<file path="src/rtl/ctrl_decode_stage.sv">
// rtl/ctrl_decode_stage.sv - registered RV32 main-control decode stage with divide hold
//
// Decodes the opcode of each accepted instruction into the main control
// bundle (plus M-extension control when EN_M=1), flags undecodable opcodes,
// and holds the bundle under a valid/ready handshake. Divide/remainder ops
// occupy the stage for DIV_CYCLES cycles before the bundle is presented.
//
// Ports:
//   clk, rst_n           clock (rising edge), asynchronous active-low reset
//   in_valid, in_ready   upstream handshake for instr
//   instr[31:0]          instruction word
//   flush                synchronous squash of the held entry (highest priority)
//   out_valid, out_ready downstream handshake for the control bundle
//   RegWrite, ImmSrc[2:0], ALUSrcA, ALUSrcB[1:0], MemWrite, ResultSrc[1:0],
//   Branch, ALUOp[1:0], Jump, PCJalSrc   control bundle
//   MulDiv               M-extension op
//   illegal              undecodable instruction
//   busy                 divide countdown in progress

module ctrl_decode_stage #(
   parameter bit EN_M       = 1'b1,
   parameter int DIV_CYCLES = 8
) (
   input  logic        clk,
   input  logic        rst_n,
   input  logic        in_valid,
   output logic        in_ready,
   input  logic [31:0] instr,
   input  logic        flush,
   output logic        out_valid,
   input  logic        out_ready,
   output logic        RegWrite,
   output logic [2:0]  ImmSrc,
   output logic        ALUSrcA,
   output logic [1:0]  ALUSrcB,
   output logic        MemWrite,
   output logic [1:0]  ResultSrc,
   output logic        Branch,
   output logic [1:0]  ALUOp,
   output logic        Jump,
   output logic        PCJalSrc,
   output logic        MulDiv,
   output logic        illegal,
   output logic        busy
);

   localparam int CW = (DIV_CYCLES > 1) ? $clog2(DIV_CYCLES) : 1;
   localparam logic [CW-1:0] CNT_LOAD = CW'(DIV_CYCLES - 1);
   localparam logic [CW-1:0] CNT_ONE  = CW'(1);

   typedef enum logic [1:0] {
      S_EMPTY   = 2'd0,
      S_DIVWAIT = 2'd1,
      S_FULL    = 2'd2
   } state_t;

   state_t        state, state_n;
   logic [CW-1:0] cnt, cnt_n;
   logic          accept;
   logic          load;

   logic [6:0]    op;
   logic [2:0]    funct3;
   logic [6:0]    funct7;

   // Decoded bundle, bit order:
   // RegWrite, ImmSrc[2:0], ALUSrcA, ALUSrcB[1:0], MemWrite, ResultSrc[1:0],
   // Branch, ALUOp[1:0], Jump, PCJalSrc
   logic [14:0]   dec_ctrl;
   logic          dec_muldiv;
   logic          dec_illegal;
   logic          dec_is_div;

   logic [14:0]   ctrl_q;
   logic          muldiv_q;
   logic          illegal_q;

   logic          unused_instr_bits;

   assign op     = instr[6:0];
   assign funct3 = instr[14:12];
   assign funct7 = instr[31:25];
   assign unused_instr_bits = ^{instr[24:15], instr[11:7]};

   always_comb begin
      dec_ctrl    = '0;
      dec_muldiv  = 1'b0;
      dec_illegal = 1'b0;
      dec_is_div  = 1'b0;
      case (op)
         7'b0000011: dec_ctrl = 15'b1_000_0_01_0_01_0_00_0_0;  // lw
         7'b0010011: dec_ctrl = 15'b1_000_0_01_0_00_0_10_0_0;  // I-ALU
         7'b0010111: dec_ctrl = 15'b1_100_1_10_0_00_0_00_0_0;  // auipc
         7'b0100011: dec_ctrl = 15'b0_001_0_01_1_00_0_00_0_0;  // store
         7'b0110011: begin
            if (funct7 == 7'b0000001) begin
               if (EN_M) begin
                  dec_ctrl   = 15'b1_000_0_00_0_00_0_11_0_0;
                  dec_muldiv = 1'b1;
                  // funct3[2] separates div/rem from the mul family
                  dec_is_div = funct3[2];
               end else begin
                  dec_illegal = 1'b1;
               end
            end else begin
               dec_ctrl = 15'b1_000_0_00_0_00_0_10_0_0;        // R-ALU
            end
         end
         7'b0110111: dec_ctrl = 15'b1_100_1_01_0_00_0_00_0_0;  // lui
         7'b1100011: dec_ctrl = 15'b0_010_0_00_0_00_1_01_0_0;  // branch
         7'b1100111: dec_ctrl = 15'b1_000_0_01_0_10_0_00_1_0;  // jalr
         7'b1101111: dec_ctrl = 15'b1_011_0_00_0_10_0_00_1_1;  // jal
         7'b0000000: dec_ctrl = '0;                            // bubble
         default:    dec_illegal = 1'b1;
      endcase
   end

   always_comb begin
      state_n  = state;
      cnt_n    = cnt;
      in_ready = 1'b0;
      accept   = 1'b0;
      load     = 1'b0;
      case (state)
         S_EMPTY:   in_ready = 1'b1;
         S_FULL:    in_ready = out_ready;
         default:   in_ready = 1'b0;
      endcase
      accept = in_valid && in_ready;
      if (flush) begin
         state_n = S_EMPTY;
         cnt_n   = '0;
      end else if (accept) begin
         load = 1'b1;
         if (dec_is_div) begin
            state_n = S_DIVWAIT;
            cnt_n   = CNT_LOAD;
         end else begin
            state_n = S_FULL;
         end
      end else begin
         case (state)
            S_FULL: begin
               if (out_ready) state_n = S_EMPTY;
            end
            S_DIVWAIT: begin
               if (cnt == '0) state_n = S_FULL;
               else           cnt_n   = cnt - CNT_ONE;
            end
            default: ;
         endcase
      end
   end

   always_ff @(posedge clk or negedge rst_n) begin
      if (!rst_n) begin
         state     <= S_EMPTY;
         cnt       <= '0;
         ctrl_q    <= '0;
         muldiv_q  <= 1'b0;
         illegal_q <= 1'b0;
      end else begin
         state <= state_n;
         cnt   <= cnt_n;
         if (load) begin
            ctrl_q    <= dec_ctrl;
            muldiv_q  <= dec_muldiv;
            illegal_q <= dec_illegal;
         end
      end
   end

   // The bundle registers already hold a divide's decode during DIVWAIT;
   // gating with FULL keeps it hidden until the countdown completes.
   assign out_valid = (state == S_FULL);
   assign busy      = (state == S_DIVWAIT);
   assign {RegWrite, ImmSrc, ALUSrcA, ALUSrcB, MemWrite, ResultSrc,
           Branch, ALUOp, Jump, PCJalSrc} = out_valid ? ctrl_q : 15'd0;
   assign MulDiv    = out_valid & muldiv_q;
   assign illegal   = out_valid & illegal_q;

endmodule

</file>
<file path="config.mk">
export PLATFORM = sky130hd
export DESIGN_NAME = ctrl_decode_stage
export DESIGN_NICKNAME = d
export VERILOG_FILES = /design/src/rtl/ctrl_decode_stage.sv
export SDC_FILE = /design/constraint.sdc
export NUM_CORES = 1
export LEC_CHECK = 0
export CAP_MARGIN = 20
export CORE_ASPECT_RATIO = 0.5
export CORE_MARGIN = 2
export CORE_UTILIZATION = 36
export CTS_CLUSTER_SIZE = 24
export DETAILED_ROUTE_END_ITERATION = 7
export GPL_TIMING_DRIVEN = 0
export PLACE_DENSITY = 0.75
export SLEW_MARGIN = 30
export SYNTH_ARGS = -nofsm -noshare
export SYNTH_HDL_FRONTEND = slang
export SYNTH_SLANG_ARGS = --single-unit
</file>
<file path="constraint.sdc">
create_clock -name clk -period 1.6 [get_ports clk]
set_input_delay 0.4 -clock clk [delete_from_list [all_inputs] [get_ports clk]]
set_output_delay 0.4 -clock clk [all_outputs]
set_load 0.01 [all_outputs]
</file>
# Word level (Yosys, flattened, before mapping)
# Cells that the tools add are included.
# word_totals
in_bits,37
register_bits,22
# op_classes
bitwise,2
n_reduce_logical,9
muxes,22
eq_ne,16
add_sub_neg,1
# op_table
cell,count
15-bit one-hot mux with 9 select lines,1
"7-bit by 6-bit equality test with 1-bit output, second input constant",3
"7-bit equality test, second input constant",3
3-bit 2-to-1 mux,6
15-bit 2-to-1 mux,1
"7-bit by 5-bit equality test with 1-bit output, second input constant",2
2-bit 2-to-1 mux,5
10-bit OR reduction,1
"4-bit by 2-bit != test with 1-bit output, second input constant",2
"7-bit by 1-bit equality test with 1-bit output, second input constant",1
"7-bit by 2-bit equality test with 1-bit output, second input constant",1
7-bit logical NOT,1
1-bit 2-to-1 mux,7
3-bit AND reduction,2
2-bit one-hot mux with 2 select lines,1
4-bit nonzero test,1
3-bit logical NOT,1
"3-bit by 2-bit != test with 1-bit output, second input constant",1
"3-bit != test, second input constant",1
3-bit nonzero test,1
"3-bit by 1-bit subtractor with 3-bit output, second input constant",1
1-bit AND,2
"2-bit by 1-bit equality test with 1-bit output, second input constant",1
"2-bit equality test, second input constant",1
other kinds (3),3

# Longest topological paths before layout
# Gate-level depths: netlist of run 1.
# depth
depth_word,6
mapped_depth,7
mapped_depth_nobuf,7

# Least setup slack after synthesis of run 1
# OpenSTA, ideal clock, no wires.
# synth_timing
kind,reg-to-reg
from,register cnt[0]
to,register cnt[0]
t_arrival_ns,1.457
path_stages_with_launch,8
path_slack_ns,0.016
n_path_buf,0
t_required_ns,1.473
cell_sequence,dfrtp_1 > inv_1 > ha_1 > ha_1 > nor3b_1 > nor2_1 > a22oi_1 > o21ai_1
# synth_via
elab_chain_len,5
elab_cells_between_ends,8
classes_between,add/sub (1); eq/ne (1); mux (4); reduce/logical (2)
# synth_rtl
element,line_no,source
start: declaration,58,"logic [CW-1:0] cnt, cnt_n;"
start signal: assignment,164,cnt <= cnt_n;
3-bit by 1-bit subtractor with 3-bit output,148,else cnt_n = cnt - CNT_ONE;
3-bit 2-to-1 mux,147,if (cnt == '0) state_n = S_FULL;
3-bit 2-to-1 mux,142,case (state)
3-bit 2-to-1 mux,133,end else if (accept) begin
3-bit 2-to-1 mux,130,if (flush) begin
# Several ways; a longest one is shown, not always the timed one. The select of a mux whose other input is x is not followed.
# A chain may end at the register's enable or synchronous reset.

# Worst setup path after layout of run 1
# layout_timing
from,register state[1]
to,output ResultSrc[1]
# layout_via
elab_chain_len,2
# layout_rtl
element,line_no,source
start: declaration,57,"state_t state, state_n;"
start signal: assignment,163,state <= state_n;
2-bit equality test,175,assign out_valid = (state == S_FULL);
15-bit 2-to-1 mux,178,"Branch, ALUOp, Jump, PCJalSrc} = out_valid ? ctrl_q : 15'd0;"
end: declaration,37,"output logic [1:0] ResultSrc,"
# Every way passes these cells.

==> metrics, run 1 <==
antenna violations before repair=0; Final min period=1.67 ns; Die Wd=84.9 µm; H-tree Lvls=1; CTS tree=yes; largest net degree at the start of global routing=21; worst-path fanout max=5; sequential fraction of the synthesis area=between 40% and 50%; synth top area cells=dfrtp_1, nand2_1, and3_1; slew margin rel.=between 60% and 70%; DRT Wirelength=3.29 mm; area leader, netlist=dfrtp_1; GRT Residual Overflow=0; PwrDens=about 670 nW/µm²; Yosys cell types=42; routed len/inst=14.5 µm; Post-synth ARST share=100%; vias per std cell=roughly 5.4; die height=~44 µm; Post-Syn Instances=around 140; Ports=57; delay-heaviest family, CP=flip-flops; wire length on met3=181 µm; synthesized net count=176; Mean Syn Cell Area=8.60 µm²; Sum Neg Setup Slack=-0.159 ns; most common cell in the synthesized netlist=nand2_1; core area=3070 µm²; multiplexer area fraction after synthesis=0.849%; GRT Total Usage=18.9%; row count=14; Worst EP arrival=between 1 and 1.5 ns; global-route wire length before repair=5.53 mm; Final ANT Viol Nets=0; DR top layer=met4; Max stage delay on crit path=0.48 ns; clock skew=0.00702 ns; RSZ-0062 raised after global routing=true; leakage=0.000883 µW; post-synthesis compound-gate area fraction=between 10% and 20%; nets=227; kind of critical path=flip-flop to output port; fin util=56.3%; Setup Slack @ Placement=-0.577 ns; cts bufs inserted=3; yosys warns=0; CP Cell Sequence=buf_8, and3_4, buf_6, buf_6; M1 WL=1.42 mm; final setup fails=10; Startpoint Class=flip-flop; Clock Tree Buf Depth=2; largest family of logic cells by synthesized area=simple AND/OR/NAND/NOR gates; number of port buffers=38; max-slew violations=0; Initial Utilization=38.4%; Vias=1226; vias in the first global route=1209; maximum vdd ir drop=0.000306 V; final hold violation count=0; Crit-path slowest cell=dfrtp_2; Root Buffer=clkbuf_8; FMAX=approximately 600 MHz; Final Wtd Congestion=0.803; Buf+Inv Stages, Crit Path=3; Setup WS post-layout=-0.0689 ns; main flop type after synthesis=dfrtp_1; status=finished with violations; Yosys reg bits=20; Worst Reg-to-Reg Cells=7; Netlist Area Pre-Place=1180 µm²; post-DP HPWL=2.26 mm; Ant. Diodes=0; drt pass-1 iters=4; top cells by count, synth=nand2_1, dfrtp_1, and3_1; drt initial violations=47; Worst Hold Class=input port to asynchronous set/reset pin; Clk Latency, worst-skew pair=0.26 ns; clk sinks=20; area share of and/or/nand/nor cells after synthesis=between 30% and 40%; Detail Route met2 WL=1.64 mm; top cell type's share of synthesized area=42.5%; Post-synth EDFFs=0; failing checks=negative setup slack; cell mode on critical path=buf_6; DIE AREA=3780 µm²; drt drc=0; Adder-Cell Fraction of Synth Area=2.12%; Stages on worst setup path=4; layout cells sized above 1=34.8%; MaxCap Viol Count=0; Critical Path RT=1.20 ns; period utilisation layout=104%; area grow syn2layout=46.5%; endpoint class of the critical path=output port; slew at the pin with the worst max-slew slack=0.451 ns; Post-Synth XOR/XNOR Area=0.743%; Clock transition at path regs=0.08 ns
[metal layers]
layer	global-route usage (%)	up-vias
met3	4.29	6
met4	8.25	0
met5	0	-
met2	32.1	37
met1	23.8	599
li1	-	584
[what timing repair did]
action / 4_1_cts / 5_1_grt
gates resized for setup: 119 / 25
pin swaps: 9 / 7
endpoints found under the setup margin: 40 / 28
gates cloned: 1 / 0
hold endpoints to repair: 0 / 0
setup buffers: 8 / 0
hold buffers: 0 / 0
[per-stage QoR]
stage	cells	total power [µW]	area, µm²	hold slack [ns]
2_1_floorplan	137	642	1180	0.104
3_3_place_gp	215	758	1610	0.451
3_5_place_dp	215	765	1610	0.452
4_1_cts	228	1160	1720	0.468
5_1_grt	227	1210	1730	0.105
6_report	227	1150	1730	0.0693
[worst reg2reg max path: cells and delay by family, from the launching register on]
family	cells	cell delay [ns]
AOI/OAI and AO/OA	2	0.27
buffers and inverters	1	0.05
adders and majority gates	2	0.36
DFF	1	0.36
and+or+nand+nor	2	0.35
[power by group]
part	internal [µW]	total (µW)	switching, µW
Clock	219	389	169
Sequential	527	544	17.4
Combinational	102	222	120
[cells by family (layout without fill, tap and decap cells)]
kind of cell / count (synthesis) / after routing
xor gates and xnor gates: 1 / 1
muxes: 1 / 1
DFF: 20 / 20
AOI/OAI and AO/OA: 29 / 29
buffers and inverters: 17 / 67
and+or+nand+nor: 67 / 67
adders and majority gates: 2 / 2
[path summary, 6_finish.rpt]
| path | from | to | slack [ns] |
|---|---|---|---|
| setup / recovery | state[1] | ResultSrc[1] | -0.07 |
| hold / removal | rst_n | muldiv_q | 0.07 |
| setup reg to reg | cnt[0] | cnt[0] | 0.11 |
| hold reg to reg | ctrl_q[2] | ctrl_q[2] | 0.47 |
| max in group asynchronous | rst_n | state[1] | 1.19 |
| min in group clk | instr[5] | ctrl_q[9] | 0.41 |
[flip-flops by register name, summed over array words and instances (netlist names)]
| signal | count |
|---|---|
| ctrl_q | 13 |
| muldiv_q | 1 |
| cnt | 3 |
| illegal_q | 1 |
| state | 2 |
[area by class of cell]
cell class,count,area (µm²)
multi-input cells,100,683
clock buffers,4,55.1
inverters,8,30.0
fillers,285,1340
well taps,40,50.0
plain buffers,8,71.3
repair buffers,47,335
flip-flops and latches,20,502
[layout by cell type, fill, tap and decap left out, types with 2 or more instances in the layout]
cell | synthesis | layout
nand2_1 | 24 | 24
buf_2 | 3 | 21
dfrtp_1 | 20 | 19
and3_1 | 14 | 13
nor2_1 | 11 | 11
o21ai_0 | 9 | 9
buf_4 | 2 | 8
inv_1 | 8 | 6
dlygate4sd2_1 | 0 | 6
clkbuf_2 | 1 | 5
buf_6 | 0 | 5
clkdlybuf4s15_1 | 0 | 5
clkbuf_8 | 0 | 4
a22o_1 | 3 | 3
a31oi_1 | 3 | 3
inv_2 | 0 | 2
nor3_4 | 0 | 2
buf_8 | 0 | 2
nor3_1 | 4 | 2
or2_2 | 2 | 2
or4b_4 | 1 | 2
a21oi_1 | 2 | 2
clkdlybuf4s50_1 | 0 | 2
Note: power is estimated with default switching activity, not from simulation.
==> run 2: changes to the inputs <==
--- a/config.mk
+++ b/config.mk
@@ -13,7 +13,7 @@
 export DETAILED_ROUTE_END_ITERATION = 7
 export GPL_TIMING_DRIVEN = 0
 export PLACE_DENSITY = 0.75
-export SLEW_MARGIN = 30
+export SLEW_MARGIN = 5
 export SYNTH_ARGS = -nofsm -noshare
 export SYNTH_HDL_FRONTEND = slang
 export SYNTH_SLANG_ARGS = --single-unit
==> metrics, run 2 (synthesized netlist as in run 1, its figures left out) <==
drt pass-1 iters=4 (unchanged); slew margin rel.=40.1% (-30 points); Final Wtd Congestion=0.803 (unchanged); endpoint class of the critical path=output port; worst-path fanout max=5 (unchanged); register share of total power=47.1% (about the same); logic gate share of total power=19.3% (about the same); Worst EP arrival=1.27 ns (about the same); vias per std cell=5.40 (unchanged); placed cell area=1610 µm² (unchanged); crit path capture=ResultSrc[1]; Clk Latency, worst-skew pair=0.26 ns (about the same); GRT Residual Overflow=0 (unchanged); Ports=57 (unchanged); Worst Hold Class=input port to flip-flop; Initial Utilization=38.4% (unchanged); Hold Buf Count CTS=0 (unchanged); MaxCap Viol Count=0 (unchanged); Largest regs=ctrl_q (13), cnt (3), state (2); status=finished with violations; Final Cell Area=1730 µm² (+0.29%); drt drc=0 (unchanged); global-route wire length before repair=5.53 mm (unchanged); commonest cells after routing, fill and taps aside=nand2_1, buf_2, dfrtp_1, and3_1, nor2_1; clock skew=0.00702 ns (unchanged); Worst R2R End=cnt[0]; routed len/inst=14.5 µm (unchanged); post-DP HPWL=2.26 mm (unchanged); nets=227 (unchanged); Inst Count DP=215 (unchanged); final hold violation count=0 (unchanged); Ant. Diodes=0 (unchanged); maximum vdd ir drop=0.000306 V (about the same); Clock transition at path regs=0.08 ns (about the same); Critical Path Start=state[1]; RSZ-0062 raised after global routing=true; Setup Slack @ Placement=-0.577 ns (unchanged); Worst Reg-to-Reg Cells=7 (unchanged); largest net degree at the start of global routing=21 (unchanged); Top reg by flops=ctrl_q; Internal Power=849 µW (+0.15%); non-filler cells, final=227 (unchanged); leakage=0.000883 µW (about the same); die height=44.5 µm (unchanged); period utilisation layout=104% (about the same); cts bufs inserted=3 (unchanged); DIE AREA=3780 µm² (unchanged); Final ANT Viol Nets=0 (unchanged); failing checks=negative setup slack; number of port buffers=38 (unchanged); Clock Tree Buf Depth=2 (unchanged); CTS tree=yes; most common cell after layout, fill and taps aside=nand2_1; slew at the pin with the worst max-slew slack=0.895 ns (+0.444 ns); PwrDens=668 nW/µm² (-0.18%); DRT Wirelength=3.29 mm (unchanged); area grow syn2layout=46.9%; Vias=1226 (unchanged); max reg flops=13 (unchanged); max-slew violations=0 (unchanged); kind of critical path=flip-flop to output port; Sum Neg Setup Slack=-0.159 ns (-0.00000100 ns); final setup fails=10 (unchanged); H-tree Lvls=1 (unchanged); vias in the first global route=1209 (unchanged); Hold Worst Slack=0.411 ns (+0.342 ns); Startpoint Class=flip-flop; flop2flop setup slack=0.11 ns (about the same); worst hold path depth=2; core area=3070 µm² (unchanged); FMAX=599 MHz (unchanged); Setup WS post-layout=-0.0689 ns (-0.000000100 ns); GRT Total Usage=18.9% (unchanged); Critical R2R Launch=cnt[0]; sw power=307 µW (about the same); row count=14 (unchanged); Final min period=1.67 ns (+0.000000100 ns); clk sinks=20 (unchanged); antenna violations before repair=0 (unchanged); clock power share=33.6% (about the same); drt initial violations=47 (unchanged); Root Buffer=clkbuf_8; Die Wd=84.9 µm (unchanged); Net Sw Frac=26.5% (-0.030 points); layout cells sized above 1=34.2% (-0.53 points); Critical Path RT=1.20 ns (about the same)
==> run 2: per-layer routing <==
layer	vias to the layer above	GRT usage, %	wire (µm)
met4	0	8.25	48
met2	37	32.1	1640
met5	-	0	0
met3	6	4.29	181
li1	584	-	-
met1	599	23.8	1410
==> run 2: area by class of cell <==
class                   instances  area, µm²
fillers                       284       1330
multi-input cells             100        683
flip-flops and latches         20        502
repair buffers                 47        340
plain buffers                   8       71.3
clock buffers                   4       55.1
well taps                      40       50.0
inverters                       8       30.0
==> run 2: stage by stage <==
stage | power, µW | utilization (%)
6_report | 1160 | 56.5
2_1_floorplan | 642 | -
3_5_place_dp | 765 | 52.5
5_1_grt | 1210 | 56.5
4_1_cts | 1160 | 56.2
3_3_place_gp | 758 | 52.5
==> run 2: power groups by stage <==
stage	logic, µW	clock network [µW]	registers, µW
after floorplan	100	0	542
after global placement	213	0	546
after CTS	230	390	537
after detailed placement	218	0	546
final	223	389	544
after global routing	244	417	547
==> run 2: critical path, stage by stage, from the launching register on <==
cell	delay [ns]
dfrtp_2	0.48
buf_8	0.15
and3_4	0.16
buf_6	0.11
buf_6	0.11
==> run 2: how the worst min path moves through the flow <==
stage                    from   endpoint  slack, ns
detailed placement  ctrl_q[2]  ctrl_q[2]       0.45
CTS                 ctrl_q[2]  ctrl_q[2]       0.47
floorplan               rst_n     cnt[0]       0.10
global placement    ctrl_q[2]  ctrl_q[2]       0.45
global route         instr[5]  ctrl_q[9]       0.43
finish               instr[5]  ctrl_q[9]       0.41
==> run 2: timing repair <==
| action | in CTS | in global routing |
|---|---|---|
| pin swaps | 9 | 7 |
| endpoints found under the setup margin | 40 | 28 |
| resized for setup | 119 | 25 |
| gates cloned | 1 | 0 |
| buffers inserted | 8 | 0 |
| endpoints found under the hold margin | 0 | 0 |
==> run 3: changes to the inputs <==
--- a/config.mk
+++ b/config.mk
@@ -5,15 +5,18 @@
 export SDC_FILE = /design/constraint.sdc
 export NUM_CORES = 1
 export LEC_CHECK = 0
+export ABC_AREA = 1
 export CAP_MARGIN = 20
+export CELL_PAD_IN_SITES_DETAIL_PLACEMENT = 0
+export CELL_PAD_IN_SITES_GLOBAL_PLACEMENT = 2
 export CORE_ASPECT_RATIO = 0.5
 export CORE_MARGIN = 2
-export CORE_UTILIZATION = 36
+export CORE_UTILIZATION = 19
 export CTS_CLUSTER_SIZE = 24
 export DETAILED_ROUTE_END_ITERATION = 7
 export GPL_TIMING_DRIVEN = 0
-export PLACE_DENSITY = 0.75
-export SLEW_MARGIN = 5
+export PLACE_DENSITY_LB_ADDON = 0.1
+export SLEW_MARGIN = 20
 export SYNTH_ARGS = -nofsm -noshare
 export SYNTH_HDL_FRONTEND = slang
 export SYNTH_SLANG_ARGS = --single-unit
==> metrics, run 3 <==
PwrDens=681 nW/µm² (+2.0%); Post-synth EDFFs=0 (unchanged); Worst Hold Class=input port to asynchronous set/reset pin; most common cell after layout, fill and taps aside=nand2_1; met2 usage=17.4% (-15 points); final setup fails=15 (+5); Vias=1321 (+7.7%); clock skew=0.00319 ns (-0.00382 ns); Yosys reg bits=20 (unchanged); fillers=739 (+160%); RSZ-0062 raised after global routing=true; Most Crowded Layer GR=met2; met1 usage=14.4% (-9.4 points); Setup WS post-layout=-0.0927 ns (-0.0238 ns); largest net degree at the start of global routing=21 (unchanged); non-filler cells, final=331 (+46%); max reg flops=13 (unchanged); vias per std cell=3.99 (-26%); slew at the pin with the worst max-slew slack=0.492 ns (-0.404 ns); top cell type's share of synthesized area=38.7% (-3.8 points); GR met3 Demand/Resource=2.76% (-1.5 points); Sum Neg Setup Slack=-0.603 ns (-0.444 ns); Final ANT Viol Nets=0 (unchanged); status=finished with violations; Inst Count DP=313 (+46%); row count=21 (+7); layout cells sized above 1=33.9% (-0.33 points); fin util=32.3% (-24 points); sequential fraction of the synthesis area=38.7% (-3.8 points); Hold Buf Count CTS=0 (unchanged); largest family of logic cells by synthesized area=simple AND/OR/NAND/NOR gates; synth top area cells=dfrtp_1, inv_1, nand2_1; area leader, netlist=dfrtp_1; main flop type after synthesis=dfrtp_1; kind of critical path=flip-flop to output port; final hold violation count=0 (unchanged); Final min period=1.69 ns (+0.0238 ns); endpoint class of the critical path=output port; post-DP HPWL=2.72 mm (+21%); drt drc=0 (unchanged); Startpoint Class=flip-flop; area share of and/or/nand/nor cells after synthesis=33.9% (+3.4 points); synthesized net count=221 (+26%); FMAX=591 MHz (-1.4%); Clock Tree Buf Depth=2 (unchanged); Final Wtd Congestion=0.748 (-6.9%); Mean Syn Cell Area=7.11 µm² (-17%); Ant. Diodes=0 (unchanged); Critical Path RT=1.20 ns (about the same); Post-synth ARST share=100% (unchanged); Clk Latency, worst-skew pair=0.25 ns (about the same); core area=6650 µm² (+120%); nets=280 (+23%); Worst EP arrival=1.29 ns (+0.02 ns); CTS tree=yes; Netlist Area Pre-Place=1290 µm² (+9.8%); maximum vdd ir drop=0.000381 V (+25%); Die Wd=121 µm (+42%); Post-Syn Instances=182 (+33%); DIE AREA=7530 µm² (+99%); Adder-Cell Fraction of Synth Area=1.93% (-0.19 points); Ports=57 (unchanged); post-synthesis compound-gate area fraction=11.3% (-5.5 points); commonest cells after routing, fill and taps aside=nand2_1, inv_1, nor2_1, dfrtp_1; number of port buffers=39 (+2.6%); Root Buffer=clkbuf_16; Clock transition at path regs=0.06 ns (-0.02 ns); drt initial violations=33 (-30%); leakage=0.00107 µW (+22%); antenna violations before repair=0 (unchanged); failing checks=negative setup slack; H-tree Lvls=1 (unchanged); Top reg by flops=ctrl_q; DRT Wirelength=4.00 mm (+22%); max-slew violations=0 (unchanged); vias in the first global route=1327 (+9.8%); routed len/inst=12.1 µm (-17%); global-route wire length before repair=6.30 mm (+14%); slew margin rel.=67.2% (+27 points); drt pass-1 iters=4 (unchanged); Yosys cell types=28 (-33%); worst-path fanout max=6 (+1); MaxCap Viol Count=0 (unchanged); top cells by count, synth=inv_1, nand2_1, nor2_1; clk sinks=20 (unchanged); GRT Total Usage=10.6% (-8.3 points); period utilisation layout=106% (+1.5 points); die height=62.4 µm (+40%); yosys warns=0 (unchanged); Initial Utilization=19.5% (-19 points); GRT Residual Overflow=0 (unchanged); Post-Synth XOR/XNOR Area=0% (-0.74 points); Largest regs=ctrl_q (13), cnt (3), state (2); cts bufs inserted=3 (unchanged); multiplexer area fraction after synthesis=0% (-0.85 points); Worst Reg-to-Reg Cells=8 (+1); area grow syn2layout=65.8%
-- run 3: cell types whose count changed after synthesis, sizes merged, moves of 5 or more --
| cell | previous run | this run |
|---|---|---|
| nor2 | 11 | 33 |
| nand4 | 0 | 5 |
| nand2 | 24 | 39 |
| and3 | 14 | 0 |
| a21oi | 2 | 8 |
| inv | 8 | 38 |
| nand3 | 2 | 12 |
-- run 3: timing repair --
| item | CTS | global route |
|---|---|---|
| buffers inserted | 6 | 7 |
| resized for setup | 114 | 28 |
| setup endpoints to repair | 29 | 35 |
| cloned | 1 | 2 |
| pin swaps | 4 | 6 |
-- run 3: worst paths after layout --
path | start | endpoint | slack, ns
max | state[0] | ImmSrc[2] | -0.09
min | rst_n | cnt[2] | 0.10
max reg2reg | state[1] | ctrl_q[12] | 0.04
min reg2reg | cnt[1] | cnt[1] | 0.47
max in group asynchronous | rst_n | state[1] | 1.14
min in group clk | cnt[1] | cnt[1] | 0.47
-- run 3: logic make-up after synthesis --
kind of cell / Yosys count
DFF: 20
and+or+nand+nor: 93
buffers and inverters: 43
AOI/OAI and AO/OA: 24
adders and majority gates: 2
-- run 3: final cells by class --
type                    instances  area [µm²]  area share (%)
well taps                      92         115            5.37
repair buffers                 53         490            22.9
flip-flops and latches         20         502            23.4
clock buffers                   3        75.1            3.50
multi-input cells             120         749            34.9
inverters                      38         148            6.88
plain buffers                   5        65.1            3.03
-- run 3: stage by stage --
stage	setup WS, ns	instance area, µm²	hold slack (ns)	power (µW)
floorplan	0.0465	1290	0.104	723
global placement	-0.698	1800	0.458	849
detailed placement	-0.701	1800	0.460	852
CTS	-0.0825	1970	0.475	1440
global route	-0.138	2140	0.148	1540
finish	-0.0927	2140	0.102	1460
-- run 3: power breakdown --
part	internal [µW]	switching [µW]
sequential	538	19.5
combinational	173	196
clock	330	203
total	1040	418
-- run 3: critical path, cell delays in order, from the launching register on --
cell     delay [ns]
dfrtp_1        0.40
inv_2          0.11
nand2_8        0.09
buf_12         0.15
nor2_4         0.09
buf_6          0.10
buf_6          0.08
-- run 3: metal layers --
layer	vias to the layer above	wire [µm]
met5	-	0
li1	683	-
met3	2	119
met1	617	2030
met4	0	19
met2	19	1840
